### config.mk
export PLATFORM = sky130hd
export DESIGN_NAME = cp0_unit
export DESIGN_NICKNAME = d
export VERILOG_FILES = /design/src/rtl/cp0_pkg.sv /design/src/rtl/cp0_timer.sv /design/src/rtl/cp0_unit.sv
export SDC_FILE = /design/constraint.sdc
export NUM_CORES = 1
export LEC_CHECK = 0
export ABC_AREA = 1
export CAP_MARGIN = 20
export CORE_UTILIZATION = 55
export CTS_CLUSTER_SIZE = 12
export DETAILED_ROUTE_END_ITERATION = 16
export DONT_BUFFER_PORTS = 1
export PLACE_DENSITY_LB_ADDON = 0.15
export SYNTH_ARGS = -nofsm -noshare
export SYNTH_HDL_FRONTEND = slang
export SYNTH_SLANG_ARGS = --single-unit
### constraint.sdc
create_clock -name clk -period 2 [get_ports clk]
set_input_delay 0.4 -clock clk [delete_from_list [all_inputs] [get_ports clk]]
set_output_delay 0.4 -clock clk [all_outputs]
set_load 0.03 [all_outputs]
### src/rtl/cp0_pkg.sv
// ============================================================================
// Module      : cp0_pkg
// Description : Shared constants and packing helpers for the CP0 responder.
//               Register numbers, exception codes, and field positions of the
//               Status and Cause registers.
// Revision    : 1.0 - initial release
// ============================================================================
`default_nettype none

package cp0_pkg;

  // CP0 register numbers (rd field of mfc0/mtc0)
  localparam logic [4:0] CP0_COUNT   = 5'd9;
  localparam logic [4:0] CP0_COMPARE = 5'd11;
  localparam logic [4:0] CP0_STATUS  = 5'd12;
  localparam logic [4:0] CP0_CAUSE   = 5'd13;
  localparam logic [4:0] CP0_EPC     = 5'd14;

  // Cause.ExcCode values
  localparam logic [4:0] EXC_INT = 5'd0;
  localparam logic [4:0] EXC_SYS = 5'd8;

  // Status field positions
  localparam int STATUS_IE_BIT  = 0;
  localparam int STATUS_EXL_BIT = 1;
  localparam int IM_LSB         = 7;
  localparam int IM_MSB         = 10;

  // Cause field positions
  localparam int IP_LSB  = 7;
  localparam int IP_MSB  = 10;
  localparam int EXC_LSB = 2;
  localparam int EXC_MSB = 6;

  // Interrupt source counts: IP[7] is the timer, IP[10:8] are irq[2:0]
  localparam int N_IRQ = 3;
  localparam int IP_W  = IP_MSB - IP_LSB + 1;

  // Assemble the architectural view of Status; unimplemented bits read 0
  function automatic logic [31:0] pack_status(input logic [IP_W-1:0] im,
                                              input logic            exl,
                                              input logic            ie);
    logic [31:0] r;
    r                 = '0;
    r[IM_MSB:IM_LSB]  = im;
    r[STATUS_EXL_BIT] = exl;
    r[STATUS_IE_BIT]  = ie;
    return r;
  endfunction

  // Assemble the architectural view of Cause; unimplemented bits read 0
  function automatic logic [31:0] pack_cause(input logic [IP_W-1:0] ip,
                                             input logic [4:0]      exc_code);
    logic [31:0] r;
    r                   = '0;
    r[IP_MSB:IP_LSB]    = ip;
    r[EXC_MSB:EXC_LSB]  = exc_code;
    return r;
  endfunction

endpackage : cp0_pkg

`default_nettype wire

### src/rtl/cp0_timer.sv
// ============================================================================
// Module      : cp0_timer
// Description : Count/Compare pair. Count increments every cycle and wraps;
//               a software load replaces the increment for that cycle.
//               match flags Count==Compare while Compare is non-zero.
// Revision    : 1.0 - initial release
// ============================================================================
`default_nettype none

module cp0_timer (
  input  logic        clk,
  input  logic        rst_n,
  input  logic        count_we,
  input  logic        compare_we,
  input  logic [31:0] wdata,
  output logic [31:0] count,
  output logic [31:0] compare,
  output logic        match
);

  // Count runs free; a load takes priority over the increment
  always_ff @(posedge clk) begin
    if (!rst_n) begin
      count <= '0;
    end else if (count_we) begin
      count <= wdata;
    end else begin
      count <= count + 32'd1;
    end
  end

  // Compare changes only on a software write
  always_ff @(posedge clk) begin
    if (!rst_n) begin
      compare <= '0;
    end else if (compare_we) begin
      compare <= wdata;
    end
  end

  // A zero Compare disables the timer so reset state never raises IP[7]
  assign match = (count == compare) && (compare != '0);

endmodule : cp0_timer

`default_nettype wire

### src/rtl/cp0_unit.sv
// ============================================================================
// Module      : cp0_unit
// Description : Coprocessor-0 responder for the single-cycle MIPS core.
//               Holds Status, Cause, EPC (and Count/Compare via cp0_timer),
//               and arbitrates syscall, interrupts and ERET into a single
//               same-cycle PC redirect.
// Revision    : 1.0 - initial release
// ============================================================================
`default_nettype none

module cp0_unit
  import cp0_pkg::*;
#(
  parameter logic [31:0] HANDLER_ADDR = 32'h0000_0180
) (
  input  logic        clk,
  input  logic        rst_n,
  input  logic        inst_valid,
  input  logic        mfc0,
  input  logic        mtc0,
  input  logic        exce_ret,
  input  logic        sys,
  input  logic [4:0]  cp0_addr,
  input  logic [31:0] wdata,
  input  logic [31:0] pc_cur,
  input  logic [N_IRQ-1:0] irq,
  output logic [31:0] rdata,
  output logic        redirect,
  output logic [31:0] redirect_pc,
  output logic        flush,
  output logic        exl,
  output logic        ie
);

  // Architectural state outside the timer
  logic [IP_W-1:0]  im;
  logic [IP_W-1:0]  ip;
  logic [4:0]       exc_code;
  logic [31:0]      epc;
  logic [N_IRQ-1:0] irq_q;

  // Timer interface
  logic [31:0] count;
  logic [31:0] compare;
  logic        timer_match;

  // Arbitration results
  logic active;
  logic int_pending;
  logic take_sys;
  logic take_int;
  logic take_eret;
  logic do_mtc0;

  // Individual register write enables for an accepted mtc0
  logic wr_status;
  logic wr_cause;
  logic wr_epc;
  logic wr_count;
  logic wr_compare;

  // Interrupt-pending update terms
  logic [IP_W-1:0] ip_set;
  logic [IP_W-1:0] ip_clr;
  logic [IP_W-1:0] ip_next;

  // The mfc0 strobe is qualified by the write-back mux, not here
  logic unused_mfc0;
  assign unused_mfc0 = mfc0;

  // --------------------------------------------------------------------------
  // Count / Compare
  // --------------------------------------------------------------------------
  cp0_timer u_timer (
    .clk        (clk),
    .rst_n      (rst_n),
    .count_we   (wr_count),
    .compare_we (wr_compare),
    .wdata      (wdata),
    .count      (count),
    .compare    (compare),
    .match      (timer_match)
  );

  // --------------------------------------------------------------------------
  // Arbitration: sys > interrupt > eret > mtc0. A reset cycle swallows every
  // strobe so no redirect escapes while state is being cleared.
  // --------------------------------------------------------------------------
  assign active      = inst_valid & rst_n;
  assign int_pending = ie & ~exl & (|(ip & im));

  assign take_sys  = active & sys;
  assign take_int  = active & ~sys & int_pending;
  assign take_eret = active & ~sys & ~int_pending & exce_ret;
  assign do_mtc0   = active & ~sys & ~int_pending & ~exce_ret & mtc0;

  assign wr_status  = do_mtc0 & (cp0_addr == CP0_STATUS);
  assign wr_cause   = do_mtc0 & (cp0_addr == CP0_CAUSE);
  assign wr_epc     = do_mtc0 & (cp0_addr == CP0_EPC);
  assign wr_count   = do_mtc0 & (cp0_addr == CP0_COUNT);
  assign wr_compare = do_mtc0 & (cp0_addr == CP0_COMPARE);

  // Fetch redirect: ERET returns to EPC, everything else goes to the vector
  assign redirect    = take_sys | take_int | take_eret;
  assign redirect_pc = take_eret ? epc : HANDLER_ADDR;
  assign flush       = take_sys | take_int;

  // --------------------------------------------------------------------------
  // Interrupt pending bits: sticky, set wins over a same-cycle clear.
  // IP[7] is the timer; IP[8+n] latches a rising edge of irq[n].
  // --------------------------------------------------------------------------
  assign ip_set[0] = timer_match;

  generate
    for (genvar n = 0; n < N_IRQ; n++) begin : g_irq_edge
      assign ip_set[n+1] = irq[n] & ~irq_q[n];
    end
  endgenerate

  // Cause writes are write-1-to-clear; a Compare write acknowledges the timer
  assign ip_clr  = (wr_cause ? wdata[IP_MSB:IP_LSB] : '0)
                 | {{(IP_W-1){1'b0}}, wr_compare};
  assign ip_next = (ip & ~ip_clr) | ip_set;

  // Edge-detect register and IP bits update every cycle, bubble or not
  always_ff @(posedge clk) begin
    if (!rst_n) begin
      irq_q <= '0;
      ip    <= '0;
    end else begin
      irq_q <= irq;
      ip    <= ip_next;
    end
  end

  // --------------------------------------------------------------------------
  // Status / ExcCode / EPC updates following the arbitration order
  // --------------------------------------------------------------------------
  always_ff @(posedge clk) begin
    if (!rst_n) begin
      im       <= '0;
      exl      <= 1'b0;
      ie       <= 1'b0;
      exc_code <= '0;
      epc      <= '0;
    end else if (take_sys) begin
      // A nested syscall must not lose the original return address
      if (!exl) begin
        epc <= pc_cur;
      end
      exc_code <= EXC_SYS;
      exl      <= 1'b1;
    end else if (take_int) begin
      // The interrupted instruction is flushed and re-executes after ERET
      epc      <= pc_cur;
      exc_code <= EXC_INT;
      exl      <= 1'b1;
    end else if (take_eret) begin
      exl <= 1'b0;
    end else if (wr_status) begin
      im  <= wdata[IM_MSB:IM_LSB];
      exl <= wdata[STATUS_EXL_BIT];
      ie  <= wdata[STATUS_IE_BIT];
    end else if (wr_epc) begin
      epc <= wdata;
    end
  end

  // --------------------------------------------------------------------------
  // mfc0 read mux: combinational, shows pre-edge state
  // --------------------------------------------------------------------------
  always_comb begin
    rdata = '0;
    case (cp0_addr)
      CP0_COUNT:   rdata = count;
      CP0_COMPARE: rdata = compare;
      CP0_STATUS:  rdata = pack_status(im, exl, ie);
      CP0_CAUSE:   rdata = pack_cause(ip, exc_code);
      CP0_EPC:     rdata = epc;
      default:     rdata = '0;
    endcase
  end

endmodule : cp0_unit

`default_nettype wire

Word-level counts from Yosys, hierarchy flattened. Cells that the tools add are included.

Logic and storage cells: 78. Flip-flop bits (word level): 110.

Reduce and logical (&&, ||, !) cells: 8. Equal/unequal tests: 9. Bitwise operators: 35. Add/subtract/negate cells: 1. Muxes and demuxes: 16.

Operators with widths (number): 32-bit 2-to-1 mux (8); 32-bit case mux with 5 select lines (1); 32-bit by 1-bit adder with 32-bit output (second input constant) (1); 32-bit == test (1); 32-bit nonzero test (1); 5-bit by 4-bit == test with 1-bit output (second input constant) (5); 1-bit AND (18); 4-bit 2-to-1 mux (3); 1-bit inverter (10); 4-bit AND (2); 4-bit AND reduction (2); 3-bit inequality test (second input constant) (2); 1-bit 2-to-1 mux (4); 4-bit inverter (1); 4-bit by 1-bit OR with 4-bit output (1); 4-bit OR (1); 4-bit nonzero test (1); 4-bit OR reduction (1); 3-bit nonzero test (1); 2-bit inequality test (second input constant) (1); 1-bit OR (2); 2-bit nonzero test (1); 1-bit logical AND (1).

Longest topological paths before layout.
Depth in word-level cells: 13. Depth in mapped cells: 11. Depth with buffers taken out: 10.

Modules after synthesis. Synthesis repeated with hierarchy kept, for this count alone.

Cell total of the unflattened synthesis: 1180. Area, all modules: 7015.5 µm².

By module, submodules not included: cp0_timer (times used 1, cells each 598, area each 3762.4 µm², seq. area each 1281.2 µm²); cp0_unit (times used 1, cells each 582, area each 3253.1 µm², seq. area each 920.9 µm²).

Worst setup path after synthesis. Ideal clock, no wire load.

Path kind: input -> output. Start: in cp0_addr[3]. End: out rdata[12]. Data required time: 1600 ps. Path buffers: 1. Path slack: -271 ps. Stages: 7. Data arrival time: 1871 ps. Cell sequence: inv_2 -> nor2_1 -> nand2_1 -> nor3_4 -> inv_1 -> clkbuf_1 -> o21ai_0.

Cells in the longest elaborated chain, start to end: 2. Elaborated cells on any way between the ends: 6. Those cells by class: eq/ne (5); mux (1).

Ends and longest elaborated chain: start, declared (line cp0_unit.sv:23) `input logic [4:0] cp0_addr,`; 5-bit by 4-bit == test with 1-bit output (line cp0_unit.sv:174) `case (cp0_addr)`; 32-bit case mux with 5 select lines * (line cp0_unit.sv:174); end, declared (line cp0_unit.sv:27) `output logic [31:0] rdata,`.

Every way passes the cells marked *; elsewhere a longest branch is shown, timed or not.

Final worst setup path.
Start: reg ip[0]. End: out redirect_pc[24].

Cells in the longest elaborated chain, start to end: 7.

Ends and longest elaborated chain: start, declared (line cp0_unit.sv:37) `logic [IP_W-1:0] ip;`; start signal, assigned (line cp0_unit.sv:132) `ip <= ip_next;`; 4-bit AND (line cp0_unit.sv:90) `assign int_pending = ie & ~exl & (|(ip & im));`; 4-bit OR reduction (line cp0_unit.sv:90); 1-bit AND (line cp0_unit.sv:90); 1-bit inverter (line cp0_unit.sv:94) `assign take_eret = active & ~sys & ~int_pending & exce_ret;`; 1-bit AND (2 in series) (line cp0_unit.sv:94); 32-bit 2-to-1 mux (line cp0_unit.sv:105) `assign redirect_pc = take_eret ? epc : HANDLER_ADDR;`; end, declared (line cp0_unit.sv:29) `output logic [31:0] redirect_pc,`.

Every way passes these cells.

==> results.md <==
- The run finished, with violations left.
- The checks that failed: negative setup slack.
- Walking the worst path, the cells encountered are nand2_2, nand2_2, o21ai_4, nand3_4, buf_12, clkbuf_16, nor2_4, buf_6.
- STA classifies the critical path startpoint as a flop.
- Synthesis produced a netlist whose cell count is 1,132.
- TritonCTS built the clock tree.
- After synthesis the netlist holds a flip-flop and latch count of 110.
- The most frequent standard cell in the layout excluding fill and tap cells is nand2_1.
- The floorplan has 39 rows.
- Entering global routing, the biggest net connects 101 pins.
- The number of hold violations in the final report was 0.
- For this design, the sink count on the clock tree is 110.
- By area the synthesized netlist is led by dfxtp_1 33%, nand2_1 20%, nor2_1 12%.
- The max capacitance violation total is 0.
- The kind of critical path is reg -> out.
- The clock transition at the register clock pins on the worst setup and hold paths after CTS is 70 ps.
- The total global-route track usage is 0.312.
- The count of cells along the worst hold path is 2.
- The worst setup path is captured at an output pin.
- The average cell area after synthesis is 5.92 um2.
- At the pin with the least slew margin, the transition time is 510 ps.
- Port buffering added 0 buffers.
- The global placer's final weighted congestion is 0.907.
- The share of the Yosys chip area taken by registers is 0.329.
- The total setup violations reported at the end of the flow is 33.
- The final design instance area without fill is 8290 um2.
- In the routed design, unresolved DRC markers number 0.
- For this configuration, the core starts out at a cell density of 0.575.
- The fraction of the mapped netlist area in compound gates came to 0.155.
- Along the worst path, the maximum fanout reaches 8.
- Of the post-synthesis cell area, the part taken by muxes is 0.
- The die outline height is 112 um.
- The yosys synthesis warning count is 0.
- The path length in cells of the critical path is 8.
- In this run, synthesis inferred 0 flip-flops with an integrated enable.
- The final max-slew violation count is 0.
- For this run the aggregate overflow at the end of global routing stands at 0.
- Setup slack on the critical path of the routed design comes to -114 ps.
- In this run, post-CTS hold repair placed 0 buffers.
- Headroom to the max-slew limit came out at 0.657.
- The starting DRC count in detailed routing is 525.
- The largest family of logic cells by synthesized area is simple AND/OR/NAND/NOR gates.
- The total CTS buffers is 9.
- The maximum clock rate is 473 MHz.
- The library cells used most frequently in the layout, excluding fill and tap cells, are 350 x nand2_1, 186 x nor2_1, 120 x inv_1.
- The net total in the final layout is 1,272.
- The final cell count without fillers is 1,340.
- Of the total synthesized cell area, the portion taken by AND, OR, NAND and NOR gates is 0.378.
- The post-synthesis cell type count is 30.
- The clock period minus worst slack is 2110 ps.
- Detailed routing inserted a total of 7,258 vias.
- The worst hold path belongs to the class in -> reg.
- The area added between synthesis and finish is 23.6%.
- The share of final-layout standard cells stronger than drive strength 1 is 0.149.
- The top-level I/O count is 147.
- The power density relative to cell area is 572 nW/um2.
- The depth of the most critical reg-to-reg path is 12.
- The critical path contains buffers and inverters numbering 3 combined.
- The first global-routing pass estimated 31.5 mm of wire.
- The cell with the most instances on the worst path is nand2_2.
- From left edge to right edge, the die measures 112 um.
- Of the total synthesized cell area, the portion taken by full adders, half adders and majority gates is 0.00187.
- The net count after synthesis is 1,212.
- The H-tree depth is 3.
- Setup repair after global routing could not meet its margin everywhere.
- CTS placed an instance of clkbuf_16 at the clock tree root.
- The share of synthesized area in the top cell type comes to 0.329.
- Using the TritonRoute via totals, the vias-per-cell ratio works out to 5.42.
- STA puts the critical path data required time at 1600 ps.
- The peak supply drop is 0.484 mV.
- The number of iterations in the first detailed-routing pass is 5.
- For this design, the slowest cell found on the critical path is dfxtp_2.
- The worst-skew pair later-pin latency is 350 ps.
- The share of the core filled with cells is 0.711.
- In the synthesized netlist the dominant register cell turns out to be dfxtp_1.
- Hold is met by 159 ps.
- The setup check on the worst reg-to-reg path leaves a slack of 140 ps.
- The die covers 12,600 um2.
- The xor-xnor portion of the synthesized cell area is 0.0327.
- The synthesized netlist occupies a cell area of 6700 um2.
- The final clock skew is 7.22 ps.
- The area of the core is 11,700 um2.
- Summed over all cells, the static leakage comes to 3.63 nW.
- The fraction of the cycle the final worst path needs is 1.06.
- After detailed routing, the total wire length is 20.3 mm.
- The wire length per cell after detailed routing is 15.2 um.
- dfxtp_1 takes more of the synthesized area than any other cell.
- In this run the cell area measured after placement is 7450 um2.
- On the critical path the largest part of the delay comes from buffers and inverters.
- The longest clock path from root to sink contains 2 buffers.
- The placed instance count is 1,313.
- The fraction of registers with async set or reset after synthesis is 0.
- The remaining antenna violation count after routing is 0.
- The number of antenna violations at the first check in global routing is 0.
- Detailed placement finished with a half-perimeter wire length of 14.1 mm.
- The via count of the first global-routing pass is 6,431.
- Data arrives at the worst endpoint at 1710 ps.
- 0 antenna diodes ended up in the layout.
- In this design, the stage delay of the slowest critical-path cell is 340 ps.
## layer usage
| layer | vias up | part of all wire | track usage |
|---|---|---|---|
| met1 | 3247 | 0.44 | 0.419 |
| met3 | 33 | 0.078 | 0.0643 |
| li1 | 3678 | - | - |
| met2 | 300 | 0.46 | 0.508 |
| met5 | - | 0 | 0 |
| met4 | 0 | 0.020 | 0.0942 |
## cells in the mapped netlist, drive strengths merged, types with 3 or more instances
| cell | n |
|---|---|
| inv | 126 |
| dfxtp | 110 |
| o211ai | 3 |
| nand4 | 13 |
| nand2 | 361 |
| nor2 | 222 |
| o21ai | 96 |
| o2111ai | 4 |
| nand3 | 26 |
| nor3 | 15 |
| a22oi | 31 |
| buf | 23 |
| xor2 | 25 |
| clkbuf | 25 |
| a21oi | 49 |
## cell families (layout without fill, tap and decap cells)
group	after synthesis	in the layout
AND/OR/NAND/NOR	638	638
AO/OA/AOI/OAI	184	184
buffers and inverters	174	239
flip-flops	110	110
XOR/XNOR	25	25
adder cells (fa/ha/maj)	1	1
## flip-flops by register name, indices dropped and copies added (netlist names)
name	cells
epc	32
exc_code	1
exl	1
ie	1
im	4
ip	4
irq_q	3
u_timer.compare	32
u_timer.count	32
## path summary, 6_finish.rpt
check	start	endpoint
setup reg to reg	ip[0]	epc[12]
setup / recovery	ip[0]	redirect_pc[24]
hold reg to reg	irq_q[0]	ip[1]
hold / removal	irq[1]	irq_q[1]
## stage by stage
| step | total power [mW] | TNS [ps] | setup WS, ps |
|---|---|---|---|
| 6_report | 4.74 | -2880 | -114 |
| 5_1_grt | 4.91 | -4460 | -158 |
| 3_3_place_gp | 2.69 | 0 | 129 |
| 4_1_cts | 4.71 | -441 | -38.8 |
| 3_5_place_dp | 2.69 | 0 | 78.7 |
| 2_1_floorplan | 2.63 | -2180 | -76.9 |
## repair_timing
action,CTS,global route
pin swaps,1,4
resized for setup,28,68
setup buffers,5,2
setup endpoints to repair,32,37
gates cloned,0,4
endpoints found under the hold margin,0,0
## power breakdown
part           switching [mW]  internal (mW)
Clock                   0.807           1.22
Sequential             0.0379           2.25
Combinational           0.266          0.160
Total                    1.11           3.63
## final cells by class
class,instances,area (um2)
inverters,126,483
repair buffers,97,1030
well taps,143,179
clock buffers,12,236
flip-flops and latches,110,2210
fillers,1015,3380
clock inverters,4,95.1
multi-input cells,848,4060
Note: power is estimated with default switching activity, not from simulation.
